### src/rtl/imem_arbiter_if.sv
// Bus bundle between the instruction-memory arbiter, its two requesters and the shared BRAM.
// The slave modport is the arbiter's view; master is the view of the surrounding logic.
interface imem_arbiter_if #(
  parameter int unsigned ADDR_W = 9
);
  logic              fetch_req;
  logic [31:0]       fetch_addr;
  logic              fetch_flush;
  logic              fetch_stall;
  logic              fetch_valid;
  logic [63:0]       fetch_rdata;

  logic              data_req;
  logic              data_we;
  logic [31:0]       data_addr;
  logic [63:0]       data_wdata;
  logic [7:0]        data_wstrb;
  logic              data_gnt;
  logic              data_rvalid;
  logic [63:0]       data_rdata;

  logic              mem_en;
  logic [7:0]        mem_we;
  logic [ADDR_W-1:0] mem_addr;
  logic [63:0]       mem_wdata;
  logic [63:0]       mem_rdata;

  modport slave (
    input  fetch_req, fetch_addr, fetch_flush,
    input  data_req, data_we, data_addr, data_wdata, data_wstrb,
    input  mem_rdata,
    output fetch_stall, fetch_valid, fetch_rdata,
    output data_gnt, data_rvalid, data_rdata,
    output mem_en, mem_we, mem_addr, mem_wdata
  );

  modport master (
    output fetch_req, fetch_addr, fetch_flush,
    output data_req, data_we, data_addr, data_wdata, data_wstrb,
    output mem_rdata,
    input  fetch_stall, fetch_valid, fetch_rdata,
    input  data_gnt, data_rvalid, data_rdata,
    input  mem_en, mem_we, mem_addr, mem_wdata
  );
endinterface

### src/rtl/imem_arbiter.sv
// Single-port 64-bit BRAM shared between instruction fetch and a data port, one access per cycle,
// with bounded data priority, flush-killed fetch responses and out-of-range read substitution.
module imem_arbiter #(
  parameter int unsigned DEPTH           = 512,
  parameter int unsigned ADDR_W          = 9,
  parameter int unsigned MAX_DATA_STREAK = 4,
  parameter logic [63:0] OOR_PATTERN     = 64'hDEADBEEF_DEADBEEF
) (
  input logic            clk,
  input logic            reset,
  imem_arbiter_if.slave  bus
);
  localparam int unsigned StreakW = $clog2(MAX_DATA_STREAK + 1);

  logic [StreakW-1:0] streak;
  logic               respFetch, respData, respOor;
  logic [63:0]        fetchHeld, dataHeld;

  logic               dataWins, fetchGnt, dataGnt, outOfRange;
  logic [28:0]        wordIdx;
  logic [63:0]        respWord;
  logic               fetchValid, dataValid;
  logic               unusedAddrBits;

  assign unusedAddrBits = ^{bus.fetch_addr[2:0], bus.data_addr[2:0]};

  always_comb begin
    // Data has priority until it has won MAX_DATA_STREAK cycles in a row against a waiting fetch.
    dataWins   = bus.data_req & (~bus.fetch_req | (32'(streak) < MAX_DATA_STREAK));
    dataGnt    = ~reset & dataWins;
    fetchGnt   = ~reset & bus.fetch_req & ~dataWins;
    wordIdx    = dataGnt ? bus.data_addr[31:3] : bus.fetch_addr[31:3];
    outOfRange = wordIdx >= 29'(DEPTH);

    bus.mem_en    = (fetchGnt | dataGnt) & ~outOfRange;
    bus.mem_addr  = wordIdx[ADDR_W-1:0];
    bus.mem_wdata = bus.data_wdata;
    bus.mem_we    = (dataGnt & bus.data_we & ~outOfRange) ? bus.data_wstrb : 8'h00;

    bus.fetch_stall = ~reset & bus.fetch_req & ~fetchGnt;
    bus.data_gnt    = dataGnt;

    respWord   = respOor ? OOR_PATTERN : bus.mem_rdata;
    fetchValid = ~reset & respFetch & ~bus.fetch_flush;
    dataValid  = ~reset & respData;

    bus.fetch_valid = fetchValid;
    bus.data_rvalid = dataValid;
    bus.fetch_rdata = reset ? 64'h0 : (fetchValid ? respWord : fetchHeld);
    bus.data_rdata  = reset ? 64'h0 : (dataValid ? respWord : dataHeld);
  end

  always_ff @(posedge clk) begin
    if (reset) begin
      streak    <= '0;
      respFetch <= 1'b0;
      respData  <= 1'b0;
      respOor   <= 1'b0;
      fetchHeld <= 64'h0;
      dataHeld  <= 64'h0;
    end else begin
      respFetch <= fetchGnt;
      respData  <= dataGnt & ~bus.data_we;
      respOor   <= outOfRange;
      if (fetchValid) fetchHeld <= respWord;
      if (dataValid)  dataHeld  <= respWord;
      if (!bus.fetch_req || fetchGnt) begin
        streak <= '0;
      end else if (dataGnt && (32'(streak) < MAX_DATA_STREAK)) begin
        streak <= streak + 1'b1;
      end
    end
  end
endmodule

### src/flat_wrapper.sv
// flat-port wrapper written by rule: the top's interface ports become plain ports
module imem_arbiter_flat 
#(
  parameter int unsigned DEPTH           = 512,
  parameter int unsigned ADDR_W          = 9,
  parameter int unsigned MAX_DATA_STREAK = 4,
  parameter logic [63:0] OOR_PATTERN     = 64'hDEADBEEF_DEADBEEF
)
  (clk, reset, bus_fetch_req, bus_fetch_addr, bus_fetch_flush, bus_data_req, bus_data_we, bus_data_addr, bus_data_wdata, bus_data_wstrb, bus_mem_rdata, bus_fetch_stall, bus_fetch_valid, bus_fetch_rdata, bus_data_gnt, bus_data_rvalid, bus_data_rdata, bus_mem_en, bus_mem_we, bus_mem_addr, bus_mem_wdata);
  imem_arbiter_if #(.ADDR_W(ADDR_W)) bus_i ();
  input logic clk;
  input logic reset;
  input wire logic [$bits(bus_i.fetch_req)-1:0] bus_fetch_req;
  input wire logic [$bits(bus_i.fetch_addr)-1:0] bus_fetch_addr;
  input wire logic [$bits(bus_i.fetch_flush)-1:0] bus_fetch_flush;
  input wire logic [$bits(bus_i.data_req)-1:0] bus_data_req;
  input wire logic [$bits(bus_i.data_we)-1:0] bus_data_we;
  input wire logic [$bits(bus_i.data_addr)-1:0] bus_data_addr;
  input wire logic [$bits(bus_i.data_wdata)-1:0] bus_data_wdata;
  input wire logic [$bits(bus_i.data_wstrb)-1:0] bus_data_wstrb;
  input wire logic [$bits(bus_i.mem_rdata)-1:0] bus_mem_rdata;
  output wire logic [$bits(bus_i.fetch_stall)-1:0] bus_fetch_stall;
  output wire logic [$bits(bus_i.fetch_valid)-1:0] bus_fetch_valid;
  output wire logic [$bits(bus_i.fetch_rdata)-1:0] bus_fetch_rdata;
  output wire logic [$bits(bus_i.data_gnt)-1:0] bus_data_gnt;
  output wire logic [$bits(bus_i.data_rvalid)-1:0] bus_data_rvalid;
  output wire logic [$bits(bus_i.data_rdata)-1:0] bus_data_rdata;
  output wire logic [$bits(bus_i.mem_en)-1:0] bus_mem_en;
  output wire logic [$bits(bus_i.mem_we)-1:0] bus_mem_we;
  output wire logic [$bits(bus_i.mem_addr)-1:0] bus_mem_addr;
  output wire logic [$bits(bus_i.mem_wdata)-1:0] bus_mem_wdata;
  assign bus_i.fetch_req = bus_fetch_req;
  assign bus_i.fetch_addr = bus_fetch_addr;
  assign bus_i.fetch_flush = bus_fetch_flush;
  assign bus_i.data_req = bus_data_req;
  assign bus_i.data_we = bus_data_we;
  assign bus_i.data_addr = bus_data_addr;
  assign bus_i.data_wdata = bus_data_wdata;
  assign bus_i.data_wstrb = bus_data_wstrb;
  assign bus_i.mem_rdata = bus_mem_rdata;
  assign bus_fetch_stall = bus_i.fetch_stall;
  assign bus_fetch_valid = bus_i.fetch_valid;
  assign bus_fetch_rdata = bus_i.fetch_rdata;
  assign bus_data_gnt = bus_i.data_gnt;
  assign bus_data_rvalid = bus_i.data_rvalid;
  assign bus_data_rdata = bus_i.data_rdata;
  assign bus_mem_en = bus_i.mem_en;
  assign bus_mem_we = bus_i.mem_we;
  assign bus_mem_addr = bus_i.mem_addr;
  assign bus_mem_wdata = bus_i.mem_wdata;
  imem_arbiter #(.DEPTH(DEPTH), .ADDR_W(ADDR_W), .MAX_DATA_STREAK(MAX_DATA_STREAK), .OOR_PATTERN(OOR_PATTERN)) u_core (.clk(clk), .reset(reset), .bus(bus_i));
endmodule
### config.mk
export PLATFORM = sky130hd
export DESIGN_NAME = imem_arbiter_flat
export DESIGN_NICKNAME = d
export VERILOG_FILES = /design/src/rtl/imem_arbiter_if.sv /design/src/rtl/imem_arbiter.sv /design/src/flat_wrapper.sv
export SDC_FILE = /design/constraint.sdc
export NUM_CORES = 1
export LEC_CHECK = 0
export ABC_AREA = 0
export CORE_AREA = 2 2 165 167
export CTS_CLUSTER_SIZE = 30
export DETAILED_ROUTE_END_ITERATION = 7
export DIE_AREA = 0 0 167 169
export DONT_BUFFER_PORTS = 1
export HOLD_SLACK_MARGIN = 0.1
export SLEW_MARGIN = 0
export SYNTH_ARGS = -nofsm -noshare
export SYNTH_HDL_FRONTEND = slang
export SYNTH_SLANG_ARGS = --single-unit
### constraint.sdc
create_clock -name clk -period 1.9 [get_ports clk]
set_input_delay 0.19 -clock clk [delete_from_list [all_inputs] [get_ports clk]]
set_output_delay 0.19 -clock clk [all_outputs]
set_load 0.03 [all_outputs]
---- After elaboration in Yosys (flattened, before gate mapping) ----
Cells that the tools add are included.
word-level totals
  flip-flop bits (word level) ............. 134
  output and inout bits ................... 214
cells by class
  add/sub/neg operators ................... 1
  magnitude comparators ................... 2
  mux-type cells .......................... 7
  bitwise logic cells ..................... 21
  reductions and logical operators ........ 4
operator list
  kind                                                                     count
  64-bit two-way mux                                                       5
  29-bit by 10-bit >= comparator with 1-bit output, second input constant  1
  29-bit two-way mux                                                       1
  1-bit AND                                                                12
  8-bit two-way mux                                                        1
  1-bit NOT                                                                7
  3-bit by 1-bit adder with 3-bit output, second input constant            1
  3-bit less-than comparator, second input constant                        1
  1-bit OR                                                                 2
  2-bit OR reduction                                                       1
  1-bit logical AND                                                        1
  1-bit zero test                                                          1
  1-bit logical OR                                                         1

---- Depth between registers and ports, before layout ----
Gate-level depths: netlist of run 1.
  word-level depth ........................ 9
  mapped depth ............................ 6
  gate-level depth less buffers ........... 4

---- Worst setup path before layout of run 1 ----
OpenSTA, ideal clock, no wires.
  path type ............................... reg-to-reg
  start ................................... register u_core.respFetch
  end ..................................... register u_core.fetchHeld[41]
  arrival ................................. 1.854 ns
  required time ........................... 1.693 ns
  slack ................................... -0.161 ns
  stages on the path, launching flop included .. 6
  buffers on the path ..................... 2
  clock period less this slack ............ 2.061 ns
  path through ............................ dfxtp_1 nor2b_1 clkbuf_1 buf_2 nor2_1 a211oi_1
between the ends
  longest elaborated chain between the ends .. 4
ends and longest elaborated chain
  element                           RTL line            RTL
  from (decl)                       imem_arbiter.sv:16  logic respFetch, respData, respOor;
  from (signal assigned)            imem_arbiter.sv:62  respFetch <= fetchGnt;
  1-bit AND (2 in series)           imem_arbiter.sv:44  fetchValid = ~reset & respFetch & ~bus.fetch_flush;
  64-bit two-way mux (2 in series)  --
  net bus_fetch_rdata[41]           flat_wrapper.sv:24  output wire logic [$bits(bus_i.fetch_rdata)-1:0] bus_fetch_rdata;
  to (signal assigned)              imem_arbiter.sv:65  if (fetchValid) fetchHeld <= respWord;
  to (decl)                         imem_arbiter.sv:17  logic [63:0] fetchHeld, dataHeld;
The timed path passes the listed nets, and every way through them passes these cells.
A chain may end at the register's enable or synchronous reset.

---- Final worst setup path of run 1 ----
  start ................................... register u_core.streak[2]
  end ..................................... output port bus_mem_we[7]
between the ends
  longest elaborated chain between the ends .. 9
ends and longest elaborated chain
  element                                           RTL line            RTL
  from (decl)                                       imem_arbiter.sv:15  logic [StreakW-1:0] streak;
  from (signal assigned)                            imem_arbiter.sv:70  streak <= streak + 1'b1;
  3-bit less-than comparator *                      imem_arbiter.sv:29  dataWins = bus.data_req & (~bus.fetch_req | (32'(streak) < MAX_DATA_STREAK));
  1-bit OR *                                        imem_arbiter.sv:29
  1-bit AND *                                       imem_arbiter.sv:29
  1-bit AND *                                       imem_arbiter.sv:30  dataGnt = ~reset & dataWins;
  29-bit two-way mux                                imem_arbiter.sv:32  wordIdx = dataGnt ? bus.data_addr[31:3] : bus.fetch_addr[31:3];
  29-bit by 10-bit >= comparator with 1-bit output  imem_arbiter.sv:33  outOfRange = wordIdx >= 29'(DEPTH);
  1-bit NOT                                         imem_arbiter.sv:38  bus.mem_we = (dataGnt & bus.data_we & ~outOfRange) ? bus.data_wstrb : 8'h00;
  1-bit AND *                                       imem_arbiter.sv:38
  8-bit two-way mux *                               imem_arbiter.sv:38
  to (decl)                                         flat_wrapper.sv:29  output wire logic [$bits(bus_i.mem_we)-1:0] bus_mem_we;
Mark *: on every way between the ends. The rest lies on a longest branch, timed or not.

==> summary.md, run 1 <==
| Metric | Value |
|---|---|
| Outcome | `finished, violations left` |
| Failing checks | `negative setup slack` |
| Final worst slack | `-0.0903 ns` |
| Antenna violations before repair | `4` |
| Seq cells post-synth | `134` |
| Num rows | `60` |
| Unique masters post-synth | `30` |
| Core Box Area | `26500 um^2` |
| Hold Crit Class | `input pin to flip-flop` |
| Tmin final | `1.99 ns` |
| Number of global-route vias before repair | `5485` |
| Crit. End Element | `output pin` |
| DRT antenna net count | `0` |
| Most frequent cell after synthesis | `nor2_1` |
| Slew @ Worst Pin | `0.486 ns` |
| Share of the synthesized area in the top cell type | `47.2%` |
| Period utilization | `105%` |
| Post-Syn Nets | `846` |
| Worst R2R Path Depth | `5` |
| DRC | `0` |
| Cell accounting for the most synthesized area | `dfxtp_1` |
| Placer Congestion | `0.825` |
| Die Wd | `167 um` |
| Cell area after synthesis | `5680 um^2` |
| Gr usage total | `14.3%` |
| Io pins | `420` |
| Fin. Hold Viols | `0` |
| Post-Route WL | `23200 um` |
| Max Clock Skew | `0.00891 ns` |
| Syn avg cell area | `8.89 um^2` |
| Max Root-Sink Buffers | `2` |
| Synth top area cells | `dfxtp_1 47%, a211oi_1 13%, nor2_1 11%, buf_4 8.5%, mux2i_1 2.8%` |
| Pins Over Slew Limit | `0` |
| Clock transition at the registers of the reported paths | `0.07 ns` |
| Layout cell share with drive strength beyond 1 | `49.0%` |
| Non-Filler Instances | `1163` |
| Hold depth | `3` |
| TritonCTS clock tree | `done` |
| Vias after detailed routing | `5265` |
| Initial core utilization | `21.4%` |
| Wire per inst | `20.0 um` |
| Worst EP required | `1.71 ns` |
| Leakage | `3.95 nW` |
| Final #Nets | `1013` |
| First-pass GRT wire length | `31000 um` |
| Die area | `28200 um^2` |
| Largest net degree at the start of global routing | `87` |
| Placed Cells | `1002` |
| Worst endpoint data arrival time | `1.80 ns` |
| Pwr/cell area | `774 nW/um^2` |
| Hpwl dp | `12200 um` |
| H-tree depth | `4` |
| CP Class | `flip-flop to output pin` |
| Vias per Instance | `4.53` |
| Crit-path max FO | `5` |
| Post-synth EDFFs | `0` |
| Placement Cell Area | `6860 um^2` |
| Pre-antenna DRT Iters | `5` |
| Dpl ws | `0.0504 ns` |
| Synth Flop Type | `dfxtp_1` |
| FILL cells | `2576` |
| IO buf count | `0` |
| Design area | `9770 um^2` |
| Synth-to-Final Area Change | `71.9%` |
| YS warnings | `0` |
| Fmax | `502 MHz` |
| Grt ovf | `0` |
| CTS sink cnt | `134` |
| Worst vdd ir | `427 uV` |
| Clock latency on the worst-skew pair | `0.42 ns` |
| Root Driver | `clkbuf_16` |
| Asr flop ratio synth | `0%` |
| Setup TNS | `-0.932 ns` |
| Setup violations, final | `35` |
| Post-synthesis sequential area ratio | `47.2%` |
| Unrepaired setup endpoints after global routing | `yes` |
| List of most frequent post-synthesis cells | `167 x nor2_1, 134 x dfxtp_1, 96 x a211oi_1` |
| Die height | `169 um` |
| CP startpoint kind | `flip-flop` |
| Gate count of the mapped netlist | `639` |
| TritonCTS buffer count | `17` |
| Slew HR | `67.4%` |
| Starting DRC count in detailed routing | `203` |
| Max Cap Viol | `0` |
[layout by cell type (no fill, tap or decap), types with 13 or more instances in the layout]
cell	count
mux2i_1	13
nand2_1	32
clkbuf_16	29
dlymetal6s4s_1	14
nor2_2	29
buf_6	22
dlygate4sd3_1	72
dfxtp_1	130
buf_4	117
a211oi_2	85
nor2_4	20
nor2_1	119
[repair_timing]
item,CTS,global route
pin swaps,19,50
setup endpoints to repair,127,128
endpoints found under the hold margin,134,0
buffers inserted,15,5
hold buffers,87,0
gates cloned,8,13
resized for setup,63,135
[metal layers]
layer	share of wire [%]	wire, um	track usage, %	vias to the layer above
li1	-	-	-	2456
met1	38	8850	14.8	2539
met2	54	12400	26.4	240
met3	6.7	1560	4.51	30
met4	1.7	393	6.00	0
met5	0	0	0	-
[critical path: stages, from the launching register on]
cell and delay [ns]:
dfxtp_2 0.33, and2_4 0.15, nor2_4 0.04, buf_12 0.14, mux2i_4 0.18, buf_6 0.15
nor3b_2 0.20, buf_4 0.19
[final cells by class]
type	count	area, um^2	area share, %
multi-input cells	389	3140	32.1
diodes	3	7.51	0.0769
repair buffers	262	2910	29.8
flip-flops and latches	134	2690	27.6
clock buffers	17	425	4.36
clock inverters	15	159	1.63
inverters	2	7.51	0.0769
well taps	341	427	4.37
[logic make-up (layout without fill, tap and decap cells)]
group | after synthesis | after routing | synth area share (%)
simple gates | 245 | 245 | 20.7
flops | 134 | 134 | 47.2
compound gates | 117 | 117 | 14.9
buf+inv | 116 | 296 | 12.0
mux | 26 | 26 | 5.00
fa+ha+maj | 1 | 1 | 0.220
other cells | 0 | 3 | 0
[worst paths after layout]
kind,start,endpoint,slack [ns]
max,u_core.streak[2],bus_mem_we[7],-0.09
min reg2reg,u_core.streak[0],u_core.streak[0],0.43
min,bus_mem_rdata[63],u_core.fetchHeld[63],0.17
max reg2reg,u_core.respOor,u_core.dataHeld[21],-0.04
[per-stage QoR]
stage	hold slack (ns)	util [%]	power [W]
final	0.171	36.9	0.00755
after global routing	0.152	36.9	0.00787
after CTS	0.147	33.8	0.00751
after detailed placement	0.267	25.9	0.00386
after global placement	0.268	25.9	0.00384
after floorplan	0.269	-	0.00390
[registers in the layout, summed over array words and instances, names as in the netlist]
register / cells
u_core.dataHeld: 64
u_core.fetchHeld: 64
u_core.streak: 3
u_core.respData: 1
u_core.respFetch: 1
u_core.respOor: 1
[power by group]
group | switching, W | internal (W)
logic | 0.000703 | 0.000534
clock network | 0.00150 | 0.00186
registers | 0.0000375 | 0.00291
total | 0.00224 | 0.00531
No activity file was read; power rests on OpenSTA's default activity.
==> inputs of run 2 (changes only) <==
Settings changed: CAP_MARGIN set to 10, PLACE_DENSITY set to 0.31.
==> run 2 against run 1 <==
  * The run still ends with negative setup slack left
  * Worst setup slack worse by 0.0041 ns
  * Clock skew is 0.0015 ns higher
  * Critical endpoint is now bus_mem_we[1]
  * First-iteration DRC count stayed put
  * Non-clock buffer count grew 8
  * Sequential share of layout area fell by 0.23 points
  * Highest routed layer unchanged
  * Clock power barely moved
  * Sequential cell count unchanged
  * Critical path type unchanged
==> summary.md, run 2 (synthesis results as in run 1) <==
| Metric | Value |
|---|---|
| Outcome | `finished, violations left` |
| Failing checks | `negative setup slack` |
| Hold Crit Class | `input pin to flip-flop` |
| Wire per inst | `21.4 um` |
| Gr usage total | `15.7%` |
| Vias after detailed routing | `5302` |
| Hold slack | `0.0839 ns` |
| IO buf count | `0` |
| Fmax | `501 MHz` |
| Slew @ Worst Pin | `0.419 ns` |
| Hold Startpoint | `reset` |
| Crit-path max FO | `8` |
| Pwr/cell area | `768 nW/um^2` |
| Leakage | `4.08 nW` |
| Max Cap Viol | `0` |
| Worst vdd ir | `514 uV` |
| Io pins | `420` |
| Period utilization | `105%` |
| Largest regs | `u_core.dataHeld x64, u_core.fetchHeld x64, u_core.streak x3` |
| Commonest cells after routing, fill and taps aside | `134 x nor2_1, 130 x dfxtp_1, 111 x buf_4` |
| Register-to-register setup slack | `-0.05 ns` |
| Slew HR | `72.1%` |
| DRC | `0` |
| Placement Cell Area | `6790 um^2` |
| Die height | `169 um` |
| CTS Hold Bufs | `93` |
| Max Root-Sink Buffers | `2` |
| Setup violations, final | `39` |
| Final worst slack | `-0.0944 ns` |
| TritonCTS clock tree | `done` |
| Post-Route WL | `25100 um` |
| Initial core utilization | `21.4%` |
| Antenna violations before repair | `2` |
| CP startpoint kind | `flip-flop` |
| Max Clock Skew | `0.0104 ns` |
| DRT antenna net count | `0` |
| Design area | `9850 um^2` |
| Worst EP required | `1.71 ns` |
| Crit. End Element | `output pin` |
| Final #Nets | `1021` |
| Core Box Area | `26500 um^2` |
| Pre-antenna DRT Iters | `4` |
| Worst endpoint data arrival time | `1.80 ns` |
| TritonCTS buffer count | `17` |
| H-tree depth | `4` |
| Starting DRC count in detailed routing | `203` |
| CP Class | `flip-flop to output pin` |
| Placer Congestion | `0.751` |
| Vias per Instance | `4.53` |
| Tmin final | `1.99 ns` |
| Worst R2R Path Depth | `5` |
| Num rows | `60` |
| Unrepaired setup endpoints after global routing | `yes` |
| Grt ovf | `0` |
| Fin. Hold Viols | `0` |
| First-pass GRT wire length | `33800 um` |
| Most common cell after layout, fill and taps aside | `nor2_1` |
| Die area | `28200 um^2` |
| Hold Crit Endpoint | `u_core.fetchHeld[15]` |
| Synth-to-Final Area Change | `73.4%` |
| Root Driver | `clkbuf_16` |
| Reg-to-Reg End | `u_core.dataHeld[22]` |
| Hold depth | `3` |
| Clock transition at the registers of the reported paths | `0.07 ns` |
| Number of global-route vias before repair | `5596` |
| Pins Over Slew Limit | `0` |
| Die Wd | `167 um` |
| Clock latency on the worst-skew pair | `0.42 ns` |
| Crit Reg-Reg Startpoint | `u_core.respOor` |
| FILL cells | `2671` |
| Hpwl dp | `13000 um` |
| CTS sink cnt | `134` |
| Largest net degree at the start of global routing | `93` |
| Layout cell share with drive strength beyond 1 | `46.9%` |
| Core Util, Final | `37.2%` |
-- run 2: cell count changes in the layout (fill, tap and decap cells not counted), moves of 7 or more --
cell,delta
a211oi_2,-18
a211oi_4,+13
buf_6,+11
nor2_1,+15
nor2_4,-15
nor2b_1,+7
nor2b_2,-7
-- run 2: worst max-delay path by stage --
stage	startpoint	endpoint	slack [ns]	cells after the start
final	u_core.streak[2]	bus_mem_we[1]	-0.09	7
after global routing	u_core.respFetch	bus_fetch_rdata[17]	-0.16	7
after CTS	u_core.streak[2]	bus_mem_we[1]	-0.10	7
after detailed placement	bus_data_addr[12]	bus_mem_we[1]	0.07	5
after global placement	bus_data_addr[12]	bus_mem_we[0]	0.1	5
after floorplan	u_core.respOor	u_core.dataHeld[10]	-0.07	4
-- run 2: timing repair --
| action | in CTS | in global routing |
|---|---|---|
| setup endpoints to repair | 123 | 144 |
| endpoints found under the hold margin | 134 | 3 |
| pin swaps | 17 | 53 |
| setup buffers | 11 | 12 |
| gates cloned | 9 | 15 |
| gates resized for setup | 82 | 114 |
-- run 2: where the power goes --
group / switching [W] / total [W] / internal [W]
logic: 0.000708 / 0.00123 / 0.000526
registers: 0.0000366 / 0.00295 / 0.00291
clock network: 0.00151 / 0.00338 / 0.00186
-- run 2: layer usage --
layer / global-route usage (%) / share of wire, % / wire length, um / vias up
met5: 0 / 0 / 0 / -
met4: 5.85 / 2.0 / 498 / 0
met3: 5.75 / 6.9 / 1740 / 35
met2: 28.8 / 52 / 13000 / 219
met1: 16.5 / 39 / 9820 / 2579
li1: - / - / - / 2469
-- run 2: area by class of cell --
type / count / area [um^2] / share of cell area, %
Sequential cell: 134 / 2690 / 27.3
Antenna cell: 2 / 5.00 / 0.0508
Multi-Input combinational cell: 389 / 3120 / 31.7
Timing Repair Buffer: 270 / 3010 / 30.6
Clock buffer: 17 / 425 / 4.32
Inverter: 2 / 7.51 / 0.0762
Clock inverter: 15 / 160 / 1.63
Tap cell: 341 / 427 / 4.33
-- run 2: through the flow --
step	power, W	setup WS, ns	cells	setup TNS (ns)
5_1_grt	0.00788	-0.163	1170	-7.80
3_5_place_dp	0.00386	0.0660	997	0
4_1_cts	0.00753	-0.101	1142	-2.06
6_report	0.00756	-0.0944	1170	-1.09
3_3_place_gp	0.00384	0.0951	997	0
2_1_floorplan	0.00390	-0.0700	639	-4.43
-- run 2: critical path, cell delays in order, from the launching register on --
cell	delay (ns)
dfxtp_2	0.33
and2_4	0.15
nor2_4	0.04
buf_12	0.14
mux2i_4	0.19
buf_12	0.16
nor3b_2	0.19
buf_4	0.19
==> inputs of run 3 (changes only) <==
Settings changed: PLACE_DENSITY 0.31 to 0.43.
==> run 3 against run 2 <==
  * The run still ends with negative setup slack left
  * Combinational power is 6% lower
  * Sequential cell count is the same
  * Global-route usage shrank 1.7 points
  * Register-to-register slack better by 0.06 ns
  * Total power down 1.3%
  * Clock skew fell by 0.00069 ns
  * Sequential power barely moved
  * Clock-buffer cell count stayed put
  * Critical path type unchanged
  * Largest cell class unchanged
  * Largest power group unchanged
  * Highest routed layer is now met5
==> summary.md, run 3 (synthesis results as in run 1) <==
| Metric | Value |
|---|---|
| Setup violations, final | `52` |
| Sw Share | `29.3%` |
| Slew HR | `59.9%` |
| Placer Congestion | `0.790` |
| Hold slack | `0.143 ns` |
| Final #Nets | `1022` |
| Failing checks | `negative setup slack` |
| H-tree depth | `4` |
| Fmax | `508 MHz` |
| Hpwl dp | `12100 um` |
| Reg-to-Reg End | `u_core.dataHeld[52]` |
| TritonCTS clock tree | `done` |
| Die area | `28200 um^2` |
| TritonCTS buffer count | `17` |
| Dpl ws | `0.0698 ns` |
| DRT antenna net count | `0` |
| Crit. End Element | `output pin` |
| Pre-antenna DRT Iters | `4` |
| CP startpoint | `u_core.respFetch` |
| Max Root-Sink Buffers | `2` |
| Seq pwr share | `39.5%` |
| Initial core utilization | `21.4%` |
| Slew @ Worst Pin | `0.600 ns` |
| Root Driver | `clkbuf_16` |
| Antenna violations before repair | `3` |
| Tmin final | `1.97 ns` |
| IO buf count | `0` |
| Final worst slack | `-0.0700 ns` |
| CP startpoint kind | `flip-flop` |
| Worst endpoint data arrival time | `1.78 ns` |
| Crit Reg-Reg Startpoint | `u_core.respData` |
| Pwr/cell area | `783 nW/um^2` |
| Core Box Area | `26500 um^2` |
| Most common cell after layout, fill and taps aside | `nor2_1` |
| Number of global-route vias before repair | `5342` |
| Register-to-register setup slack | `0.01 ns` |
| Io pins | `420` |
| Core Util, Final | `36.0%` |
| Starting DRC count in detailed routing | `157` |
| Largest regs | `u_core.dataHeld x64, u_core.fetchHeld x64, u_core.streak x3` |
| Wire per inst | `18.1 um` |
| NetSw | `0.00219 W` |
| Max Clock Skew | `0.00970 ns` |
| Post-Route WL | `21200 um` |
| CP Class | `flip-flop to output pin` |
| DRC | `0` |
| Outcome | `finished, violations left` |
| CTS sink cnt | `134` |
| Synth-to-Final Area Change | `67.8%` |
| Unrepaired setup endpoints after global routing | `yes` |
| Period utilization | `104%` |
| Clock Power Share | `44.9%` |
| Max Cap Viol | `0` |
| Crit-path max FO | `12` |
| Pins Over Slew Limit | `0` |
| First-pass GRT wire length | `30600 um` |
| Gr usage total | `14.0%` |
| Die Wd | `167 um` |
| Worst R2R Path Depth | `5` |
| Clock latency on the worst-skew pair | `0.42 ns` |
| Vias per Instance | `4.42` |
| Grt ovf | `0` |
| Num rows | `60` |
| Largest net degree at the start of global routing | `79` |
| Die height | `169 um` |
| Worst vdd ir | `438 uV` |
| Commonest cells after routing, fill and taps aside | `141 x nor2_1, 133 x buf_4, 130 x dfxtp_1` |
| Combinational power share | `15.6%` |
| Total internal power | `0.00528 W` |
| Setup crit end | `bus_fetch_rdata[10]` |
| Worst EP required | `1.71 ns` |
| Clock transition at the registers of the reported paths | `0.06 ns` |
| Leakage | `3.85 nW` |
| Vias after detailed routing | `5175` |
| Layout cell share with drive strength beyond 1 | `46.9%` |
| Hold Crit Class | `input pin to flip-flop` |
| Fin. Hold Viols | `0` |
## run 3: changes by cell type in the layout (fill, tap and decap cells not counted), moves of 6 or more
cell	delta
a211oi_2	+13
buf_6	-6
nor2_1	+7
nor2_2	-12
buf_4	+22
a211oi_4	-17
dlymetal6s4s_1	-11
## run 3: power groups by stage
stage                     Sequential [W]  Clock (W)  Combinational [W]
after floorplan                  0.00300          0           0.000903
after global placement           0.00301          0           0.000859
after detailed placement         0.00301          0           0.000865
after CTS                        0.00295    0.00348            0.00109
after global routing             0.00296    0.00360            0.00124
final                            0.00295    0.00336            0.00116
## run 3: repair_timing
| action | in CTS | in global routing |
|---|---|---|
| gates resized for setup | 66 | 83 |
| buffers inserted | 26 | 11 |
| endpoints found under the hold margin | 134 | 0 |
| hold buffers | 79 | 0 |
| pin swaps | 14 | 40 |
| setup endpoints to repair | 120 | 140 |
| cloned | 7 | 7 |
## run 3: layer usage
layer / part of all wire, % / global-route usage (%) / vias to the layer above / wire length [um]
met2: 50 / 24.9 / 222 / 10700
met1: 40 / 15.5 / 2431 / 8500
met4: 2.2 / 5.51 / 4 / 457
li1: - / - / 2482 / -
met3: 7.2 / 4.63 / 36 / 1530
met5: 0.13 / 0 / - / 27
## run 3: layout make-up
class	instances	area (um^2)
diodes	1	2.50
clock buffers	17	425
clock inverters	15	158
fillers	2737	17000
inverters	2	7.51
multi-input cells	389	2990
flip-flops and latches	134	2690
well taps	341	427
repair buffers	271	2830
## run 3: worst min path at each step
stage | slack [ns] | depth (start not counted) | start | endpoint
global placement | 0.27 | 1 | bus_data_we | u_core.respData
finish | 0.14 | 3 | bus_data_addr[20] | u_core.respOor
detailed placement | 0.27 | 1 | bus_data_we | u_core.respData
floorplan | 0.27 | 1 | bus_data_we | u_core.respData
CTS | 0.14 | 3 | bus_data_addr[20] | u_core.respOor
global route | 0.15 | 3 | bus_data_addr[20] | u_core.respOor
## run 3: worst max-delay path, stage by stage (launching register included)
cell and delay (ns):
dfxtp_2 0.34, nor2b_4 0.20, buf_6 0.17, clkbuf_16 0.18
nor2_1 0.05, a211oi_1 0.21, buf_4 0.20
## run 3: metrics by stage
| stage | instance area, um^2 | TNS [ns] | power (W) | std cells |
|---|---|---|---|---|
| after floorplan | 5980 | -4.43 | 0.00390 | 639 |
| after global placement | 6940 | 0 | 0.00387 | 1009 |
| after detailed placement | 6940 | 0 | 0.00387 | 1009 |
| after CTS | 8980 | -4.20 | 0.00752 | 1153 |
| after global routing | 9530 | -8.00 | 0.00780 | 1170 |
| final | 9530 | -1.79 | 0.00747 | 1170 |
